### src/rtl/cmd_packet_decoder.sv
// Byte-stream command decoder: turns UART bytes into data/op BRAM writes and inference read requests.
// Optional mid-packet idle timeout is enabled by defining CMD_TIMEOUT_EN.
module cmd_packet_decoder #(
   parameter int DATA_WIDTH     = 64,
   parameter int OP_WIDTH       = 8,
   parameter int ADDR_WIDTH     = 16,
   parameter int TIMEOUT_CYCLES = 100000
) (
   input  logic                  clk_in,
   input  logic                  rst_in,
   input  logic                  rx_valid_in,
   input  logic [7:0]            rx_byte_in,
   output logic                  wr_data_valid_out,
   output logic                  wr_op_valid_out,
   output logic [ADDR_WIDTH-1:0] wr_addr_out,
   output logic [DATA_WIDTH-1:0] wr_data_out,
   output logic [OP_WIDTH-1:0]   wr_op_out,
   output logic                  rd_req_out,
   output logic                  busy_out,
   output logic                  err_out
);

   // state    | meaning
   // IDLE     | waiting for an opcode byte
   // ADDR_LO  | opcode latched, waiting for address[7:0]
   // ADDR_HI  | waiting for address[15:8]
   // PAYLOAD  | collecting little-endian payload bytes
   // EMIT     | one-cycle strobe; an arriving byte is the next opcode

   localparam logic [7:0] OPC_WR_DATA  = 8'h00;
   localparam logic [7:0] OPC_WR_OP    = 8'h02;
   localparam logic [7:0] OPC_RD_INFER = 8'h07;

   localparam int BUF_W  = (DATA_WIDTH > OP_WIDTH) ? DATA_WIDTH : OP_WIDTH;
   localparam int NB_MAX = BUF_W / 8;
   localparam int CNT_W  = $clog2(NB_MAX + 1);

   localparam logic [CNT_W-1:0] DATA_LAST = CNT_W'(DATA_WIDTH / 8 - 1);
   localparam logic [CNT_W-1:0] OP_LAST   = CNT_W'(OP_WIDTH / 8 - 1);

   if ((DATA_WIDTH % 8 != 0) || (OP_WIDTH % 8 != 0) || (DATA_WIDTH < 8) || (OP_WIDTH < 8) ||
       (ADDR_WIDTH < 1) || (ADDR_WIDTH > 16) || (TIMEOUT_CYCLES < 1)) begin : g_bad_param
      $error("cmd_packet_decoder: illegal parameter combination");
   end

   typedef enum logic [2:0] {
      ST_IDLE,
      ST_ADDR_LO,
      ST_ADDR_HI,
      ST_PAYLOAD,
      ST_EMIT
   } state_t;

   state_t                  state_q, state_d;
   logic [7:0]              opc_q, opc_d;
   logic [15:0]             addr_q, addr_d;
   logic [CNT_W-1:0]        cnt_q, cnt_d;
   logic [BUF_W-1:0]        buf_q, buf_d;
   logic [DATA_WIDTH-1:0]   data_q, data_d;
   logic [OP_WIDTH-1:0]     op_q, op_d;
   logic                    err_q, err_d;
   logic [BUF_W-1:0]        buf_ins;
   logic                    last_byte;

`ifdef CMD_TIMEOUT_EN
   localparam int               TMR_W    = $clog2(TIMEOUT_CYCLES + 1);
   localparam logic [TMR_W-1:0] TMR_INIT = TMR_W'(TIMEOUT_CYCLES);
   logic [TMR_W-1:0] tmr_q, tmr_d;
   logic             mid_pkt;
`endif

   function automatic logic opc_legal(input logic [7:0] opc);
      return (opc == OPC_WR_DATA) || (opc == OPC_WR_OP) || (opc == OPC_RD_INFER);
   endfunction

   always_comb begin
      state_d   = state_q;
      opc_d     = opc_q;
      addr_d    = addr_q;
      cnt_d     = cnt_q;
      buf_d     = buf_q;
      data_d    = data_q;
      op_d      = op_q;
      err_d     = 1'b0;
      buf_ins   = buf_q;
      buf_ins[8*int'(cnt_q) +: 8] = rx_byte_in;
      last_byte = (opc_q == OPC_WR_DATA) ? (cnt_q == DATA_LAST) : (cnt_q == OP_LAST);

      case (state_q)
         ST_IDLE, ST_EMIT: begin
            // EMIT falls through to IDLE but must still decode a back-to-back opcode.
            state_d = ST_IDLE;
            if (rx_valid_in) begin
               if (opc_legal(rx_byte_in)) begin
                  opc_d   = rx_byte_in;
                  state_d = ST_ADDR_LO;
               end else begin
                  err_d = 1'b1;
               end
            end
         end
         ST_ADDR_LO: begin
            if (rx_valid_in) begin
               addr_d[7:0] = rx_byte_in;
               state_d     = ST_ADDR_HI;
            end
         end
         ST_ADDR_HI: begin
            if (rx_valid_in) begin
               addr_d[15:8] = rx_byte_in;
               cnt_d        = '0;
               state_d      = (opc_q == OPC_RD_INFER) ? ST_EMIT : ST_PAYLOAD;
            end
         end
         ST_PAYLOAD: begin
            if (rx_valid_in) begin
               buf_d = buf_ins;
               if (last_byte) begin
                  // Commit the whole word at once so the output never shows a half-built value.
                  if (opc_q == OPC_WR_DATA) data_d = buf_ins[DATA_WIDTH-1:0];
                  else                      op_d   = buf_ins[OP_WIDTH-1:0];
                  state_d = ST_EMIT;
               end else begin
                  cnt_d = cnt_q + 1'b1;
               end
            end
         end
         default: state_d = ST_IDLE;
      endcase

`ifdef CMD_TIMEOUT_EN
      mid_pkt = (state_q == ST_ADDR_LO) || (state_q == ST_ADDR_HI) || (state_q == ST_PAYLOAD);
      tmr_d   = tmr_q;
      if (rx_valid_in) begin
         tmr_d = TMR_INIT;
      end else if (mid_pkt) begin
         if (tmr_q == TMR_W'(1)) begin
            state_d = ST_IDLE;
            err_d   = 1'b1;
            tmr_d   = TMR_INIT;
         end else begin
            tmr_d = tmr_q - 1'b1;
         end
      end
`endif
   end

   always_ff @(posedge clk_in or negedge rst_in) begin
      if (!rst_in) begin
         state_q <= ST_IDLE;
         opc_q   <= '0;
         addr_q  <= '0;
         cnt_q   <= '0;
         buf_q   <= '0;
         data_q  <= '0;
         op_q    <= '0;
         err_q   <= 1'b0;
`ifdef CMD_TIMEOUT_EN
         tmr_q   <= TMR_INIT;
`endif
      end else begin
         state_q <= state_d;
         opc_q   <= opc_d;
         addr_q  <= addr_d;
         cnt_q   <= cnt_d;
         buf_q   <= buf_d;
         data_q  <= data_d;
         op_q    <= op_d;
         err_q   <= err_d;
`ifdef CMD_TIMEOUT_EN
         tmr_q   <= tmr_d;
`endif
      end
   end

   assign wr_data_valid_out = (state_q == ST_EMIT) && (opc_q == OPC_WR_DATA);
   assign wr_op_valid_out   = (state_q == ST_EMIT) && (opc_q == OPC_WR_OP);
   assign rd_req_out        = (state_q == ST_EMIT) && (opc_q == OPC_RD_INFER);
   assign wr_addr_out       = addr_q[ADDR_WIDTH-1:0];
   assign wr_data_out       = data_q;
   assign wr_op_out         = op_q;
   assign busy_out          = (state_q != ST_IDLE);
   assign err_out           = err_q;

endmodule
### config.mk
export PLATFORM = sky130hd
export DESIGN_NAME = cmd_packet_decoder
export DESIGN_NICKNAME = d
export VERILOG_FILES = /design/src/rtl/cmd_packet_decoder.sv
export SDC_FILE = /design/constraint.sdc
export NUM_CORES = 1
export LEC_CHECK = 0
export ABC_AREA = 1
export BUFFER_PORTS_ARGS = -buffer_cell sky130_fd_sc_hd__buf_2
export CAP_MARGIN = 20
export CORE_MARGIN = 5
export CORE_UTILIZATION = 60
export CTS_BUF_LIST = sky130_fd_sc_hd__clkbuf_2
export DETAILED_ROUTE_END_ITERATION = 7
export PLACE_DENSITY = 0.86
export SLEW_MARGIN = 25
export SYNTH_ARGS = -nofsm -noshare
export SYNTH_HDL_FRONTEND = slang
export SYNTH_SLANG_ARGS = --single-unit
### constraint.sdc
create_clock -name clk_in -period 2.65 [get_ports clk_in]
set_input_delay 0.265 -clock clk_in [delete_from_list [all_inputs] [get_ports clk_in]]
set_output_delay 0.265 -clock clk_in [all_outputs]
set_load 0.02 [all_outputs]
Yosys cells after proc, flatten, opt, wreduce, memory -nomap -nowiden
Index checks and enable logic that the tools add are counted.

Add/sub/neg operators: 2. Eq/ne operators: 14. Shifts and indexed selects: 2. Muxes and demuxes: 17. Bitwise gates (word level): 1. Reductions and logical operators: 20.

Operators with widths (number): bitwise mux 64 bit (1); variable shift 8 x 33 -> 64 bit, first input constant (1); indexed part select 8 x 33 -> 64 bit (1); negation 7 -> 33 bit (1); == test 8 x 2 -> 1 bit, second input constant (2); == test 8 x 3 -> 1 bit, second input constant (2); zero test 8 bit (2); AND reduction 4 bit (4); 2-to-1 mux 3 bit (5); 2-to-1 mux 4 bit (3); case mux 3 bit (4 select lines) (1); inequality test 2 bit, second input constant (5); case mux 4 bit (2 select lines) (1); == test 3 x 2 -> 1 bit, second input constant (2); 2-to-1 mux 1 bit (6); AND reduction 2 bit (3); adder 4 x 1 -> 4 bit, second input constant (1); == test 4 x 3 -> 1 bit, second input constant (1); zero test 4 bit (1); == test 3 x 1 -> 1 bit, second input constant (1); == test 3 bit, second input constant (1); logical AND 1 bit (3); zero test 3 bit (1); AND reduction 3 bit (1); 5 further kinds (6).

Flip-flop bits (word level): 168. Bits of input ports: 11. Output and inout bits: 93. Word-level logic and storage cells: 65.

Longest topological paths before layout
Word-level depth: 6. Mapped depth: 13. Mapped depth without buffers: 11.

Worst setup path before layout
Ideal clock, no wire load.

Kind: reg2reg. Start point: reg cnt_q[2]. End point: reg buf_q[0]. Setup time: 0.117 ns. Arrival time: 1.852 ns. Required time: 2.533 ns. Slack: 0.681 ns. Stages on the path, launching flop included: 11. Path buffers: 2. Clock period less this slack: 1.969 ns. Cell sequence: dfrtp_1 -> buf_6 -> nor3_2 -> ha_1 -> inv_1 -> buf_1 -> nand3_1 -> nand2_1 -> nand2_1 -> nand2_1 -> nand2_1.

Word-level cells in the longest chain between the ends: 3. Elaborated cells between the ends (all ways): 4. Classes of those cells: add/sub (1); shift (2); mux (1).

RTL lines: from (decl) (RTL line 57) `logic [CNT_W-1:0] cnt_q, cnt_d;`; from (signal assigned) (RTL line 165) `cnt_q <= cnt_d;`; negation 7 -> 33 bit * (RTL line 86) `buf_ins[8*int'(cnt_q) +: 8] = rx_byte_in;`; indexed part select 8 x 33 -> 64 bit / variable shift 8 x 33 -> 64 bit (equally long branches) (RTL line 86); bitwise mux 64 bit * (RTL line 86); to (signal assigned) (RTL line 166) `buf_q <= buf_d;`; to (decl) (RTL line 58) `logic [BUF_W-1:0] buf_q, buf_d;`.

Mark *: on every way between the ends. The rest lies on a longest branch, timed or not. A chain may end at the register's enable or synchronous reset.

Worst setup path after layout
Start point: reg opc_q[5]. End point: out wr_data_valid_out.

Word-level cells in the longest chain between the ends: 2.

RTL lines: from (decl) (RTL line 55) `logic [7:0] opc_q, opc_d;`; from (signal assigned) (RTL line 163) `opc_q <= opc_d;`; zero test 8 bit (RTL line 176) `assign wr_data_valid_out = (state_q == ST_EMIT) && (opc_q == OPC_WR_DATA);`; logical AND 1 bit (RTL line 176); to (decl) (RTL line 13) `output logic wr_data_valid_out,`.

Every way passes these cells.

==> results.json <==
{
  "syn_area_sq_mm": 0.00785,
  "grt_max_degree": 68,
  "p_clk_frac": 0.206,
  "cpPeakStageDelay_ns": 0.43,
  "drtIter0Drc": 799,
  "fmax_mhz": 436,
  "dr.pass1.iters": 5,
  "ys.flop_type": "dfrtp_1",
  "root_buffer": "clkbuf_2",
  "power_leakage_nw": 5.09,
  "synth.ff_latch_count": 168,
  "design.core.area_sq_mm": 0.0127,
  "overflow": 0,
  "cts_resized": 0,
  "slew_violations": 0,
  "setup_violations": 0,
  "wl_per_cell_microns": 14.4,
  "cp_common_cell": "nor2_1",
  "synth_edf_count": 0,
  "gp_congestion": 0.886,
  "cts-htree-levels": 4,
  "cts_buffer_depth": 2,
  "worstSetupEndpointType": "output port",
  "fin_setup_tns_ns": 0,
  "skew_ns": 0.0390,
  "drc": 0,
  "antenna_found_initial": 0,
  "synthArstFlopShare": 1.00,
  "rows": 41,
  "io_buffer_count": 103,
  "post_cts_buffers": 0,
  "synth_area_per_cell_sq_um": 7.85,
  "nets": 1125,
  "reg2reg_depth": 10,
  "cp_num_buf_inv": 2,
  "r2r-start": "cnt_q[1]",
  "min_path_type": "input pin to flop",
  "ys_seq_area_frac": 0.536,
  "reg2reg_slack_ns": 0.40,
  "grt_usage": 0.248,
  "maxCapViolations": 0,
  "die_w_microns": 124,
  "dr_total_vias": 6910,
  "yosysWarningCount": 0,
  "power_frac_seq": 0.537,
  "num_antenna_cells": 0,
  "yosysTopAreaCell": "dfrtp_1",
  "final_cell_mix": "nand2_1 (528), dfrtp_1 (168), buf_2 (102)",
  "layout_commonest_cell": "nand2_1",
  "die_area_sq_mm": 0.0155,
  "crit_cells": 6,
  "path_cells": "nor2_1, nand2_1, nor2_4, inv_1, nor2_1, buf_2",
  "drive_above_1_share": 0.173,
  "cts_tree": "built",
  "finalHoldViolCount": 0,
  "cts.sinks": 168,
  "critPathRequiredTime_ns": 2.38,
  "synth_nets": 1016,
  "synth.distinct_cells": 31,
  "grt_pass1_vias": 6545,
  "synthCells": 1000,
  "critPathCapture": "wr_data_valid_out",
  "cp-startpoint": "opc_q[5]",
  "fin_crit_sh": 0.865,
  "finish.utilization": 0.692,
  "area.growth.synth_to_final_pct": 12.2,
  "tightest_slew_ns": 0.646,
  "slew_headroom": 0.570,
  "crit_fanout": 6,
  "yosysTopAreaCellShare": 0.536,
  "cpMaxStageDelayCell": "dfrtp_1",
  "wl_mm": 18.6,
  "critical_path_class": "flop to output port",
  "drtAntennaViolNets": 0,
  "status": "finished, final reports clean",
  "r2r-end": "wr_data_out[13]",
  "startpoint_type": "flop",
  "ios": 104,
  "netSwitchingFraction": 0.361,
  "hpwl_mm": 12.3,
  "grt_first_pass_wirelength_mm": 31.7,
  "vias_per_cell": 5.34,
  "clock_latency_ns": 0.74,
  "period_needed_ns": 2.29,
  "combPwrFrac": 0.257,
  "die_h_microns": 124,
  "internal_power_mw": 3.59,
  "start_util": 0.617,
  "synth.area.top_cells": "dfrtp_1 (54%), nand2_1 (25%), nand3_1 (5.9%), inv_1 (2.0%), o21ai_0 (1.9%)",
  "rsz0062_at_grt": "no",
  "cts_buffers": 17,
  "power_density_mw_per_mm2": 638,
  "cp_top_family": "simple AND/OR/NAND/NOR gates",
  "peakVddDrop_mv": 0.521,
  "cp.arrival_ns": 2.03,
  "path_clk_slew_ns": 0.20,
  "p_switching_mw": 2.03
}
## metal layers
metal  track usage  wire length (microns)  vias to the layer above
li1              -                      -                     3340
met1         0.345                   8140                     3267
met2         0.389                   8740                      270
met3        0.0497                   1330                       33
met4        0.0916                    412                        0
met5             0                      0                        -
## synth_stat cells (2+ instances only)
cell and n:
buf_1 2, nand4_2 3, nand2_1 528, nand3_1 92, nor3_2 3, nor2_1 26, clkbuf_1 11, buf_4 6
buf_6 3, o21ai_0 30, nor2_4 2, nor3_4 2, inv_1 42, nand2_2 5, inv_2 10, nor2_2 5
o21ai_1 9, inv_4 2, ha_1 5, buf_2 18, dfrtp_1 168, nand4_1 2, o21ai_2 16, nor3_1 3
## cell families (layout without fill, tap and decap cells)
logic type                 count (synthesis)  count (layout)  share of synthesized area
DFF                                      168             168                      0.536
buffers and inverters                     94             215                     0.0542
AOI/OAI and AO/OA                         58              58                     0.0454
and+or+nand+nor                          674             674                      0.355
xor gates and xnor gates                   1               1                    0.00112
adders and majority gates                  5               5                    0.00797
## flip-flops by register name, indices dropped and copies added (netlist names)
register,flops
wr_addr_out,16
opc_q,8
wr_op_out,8
buf_q,64
wr_data_out,64
state_q,3
err_out,1
cnt_q,4
## worst min path at each step
stage / slack, ns / cells past startpoint / end / start
floorplan: -0.03 / 0 / buf_q[0] / rst_in
global route: 0.37 / 4 / opc_q[0] / rx_byte_in[0]
finish: 0.44 / 4 / opc_q[0] / rx_byte_in[0]
global placement: 0.31 / 1 / wr_data_out[0] / rst_in
CTS: 0.32 / 4 / opc_q[0] / rx_byte_in[0]
detailed placement: 0.31 / 1 / wr_data_out[0] / rst_in
## cell type report
class,count,area (sq um)
flip-flops and latches,168,4200
clock inverters,12,86.3
multi-input cells,738,3220
fillers,1050,3920
repair buffers,130,782
inverters,54,208
well taps,172,215
clock buffers,19,95.1
## through the flow
step / area [sq um] / worst slack [ns] / total power [mW] / hold WS [ns] / cells
2_1_floorplan: 7850 / 0.681 / 3.97 / -0.0306 / 1000
3_5_place_dp: 8500 / 0.463 / 4.47 / 0.311 / 1249
4_1_cts: 8810 / 0.280 / 5.64 / 0.325 / 1293
5_1_grt: 8810 / 0.138 / 5.94 / 0.365 / 1293
3_3_place_gp: 8500 / 0.535 / 4.44 / 0.312 / 1249
6_report: 8810 / 0.357 / 5.62 / 0.437 / 1293
## worst reg2reg max path, delay by kind of cell, from the launching register on
kind / cells / cell delay, ns
compound gates: 1 / 0.29
buf+inv: 2 / 0.16
flops: 1 / 0.51
fa+ha+maj: 1 / 0.28
simple gates: 6 / 0.97
## repair_timing
action,CTS,global route
hold buffers,13,0
hold endpoints to repair,236,0
setup endpoints to repair,0,0
## power by group through the flow
stage / clock (mW) / sequential, mW / combinational, mW
after floorplan: 0 / 3.30 / 0.667
after global placement: 0 / 3.05 / 1.39
final: 1.16 / 3.02 / 1.44
after CTS: 1.19 / 3.01 / 1.44
after global routing: 1.30 / 3.05 / 1.59
after detailed placement: 0 / 3.05 / 1.42
No activity file was read; power rests on OpenSTA's default activity.
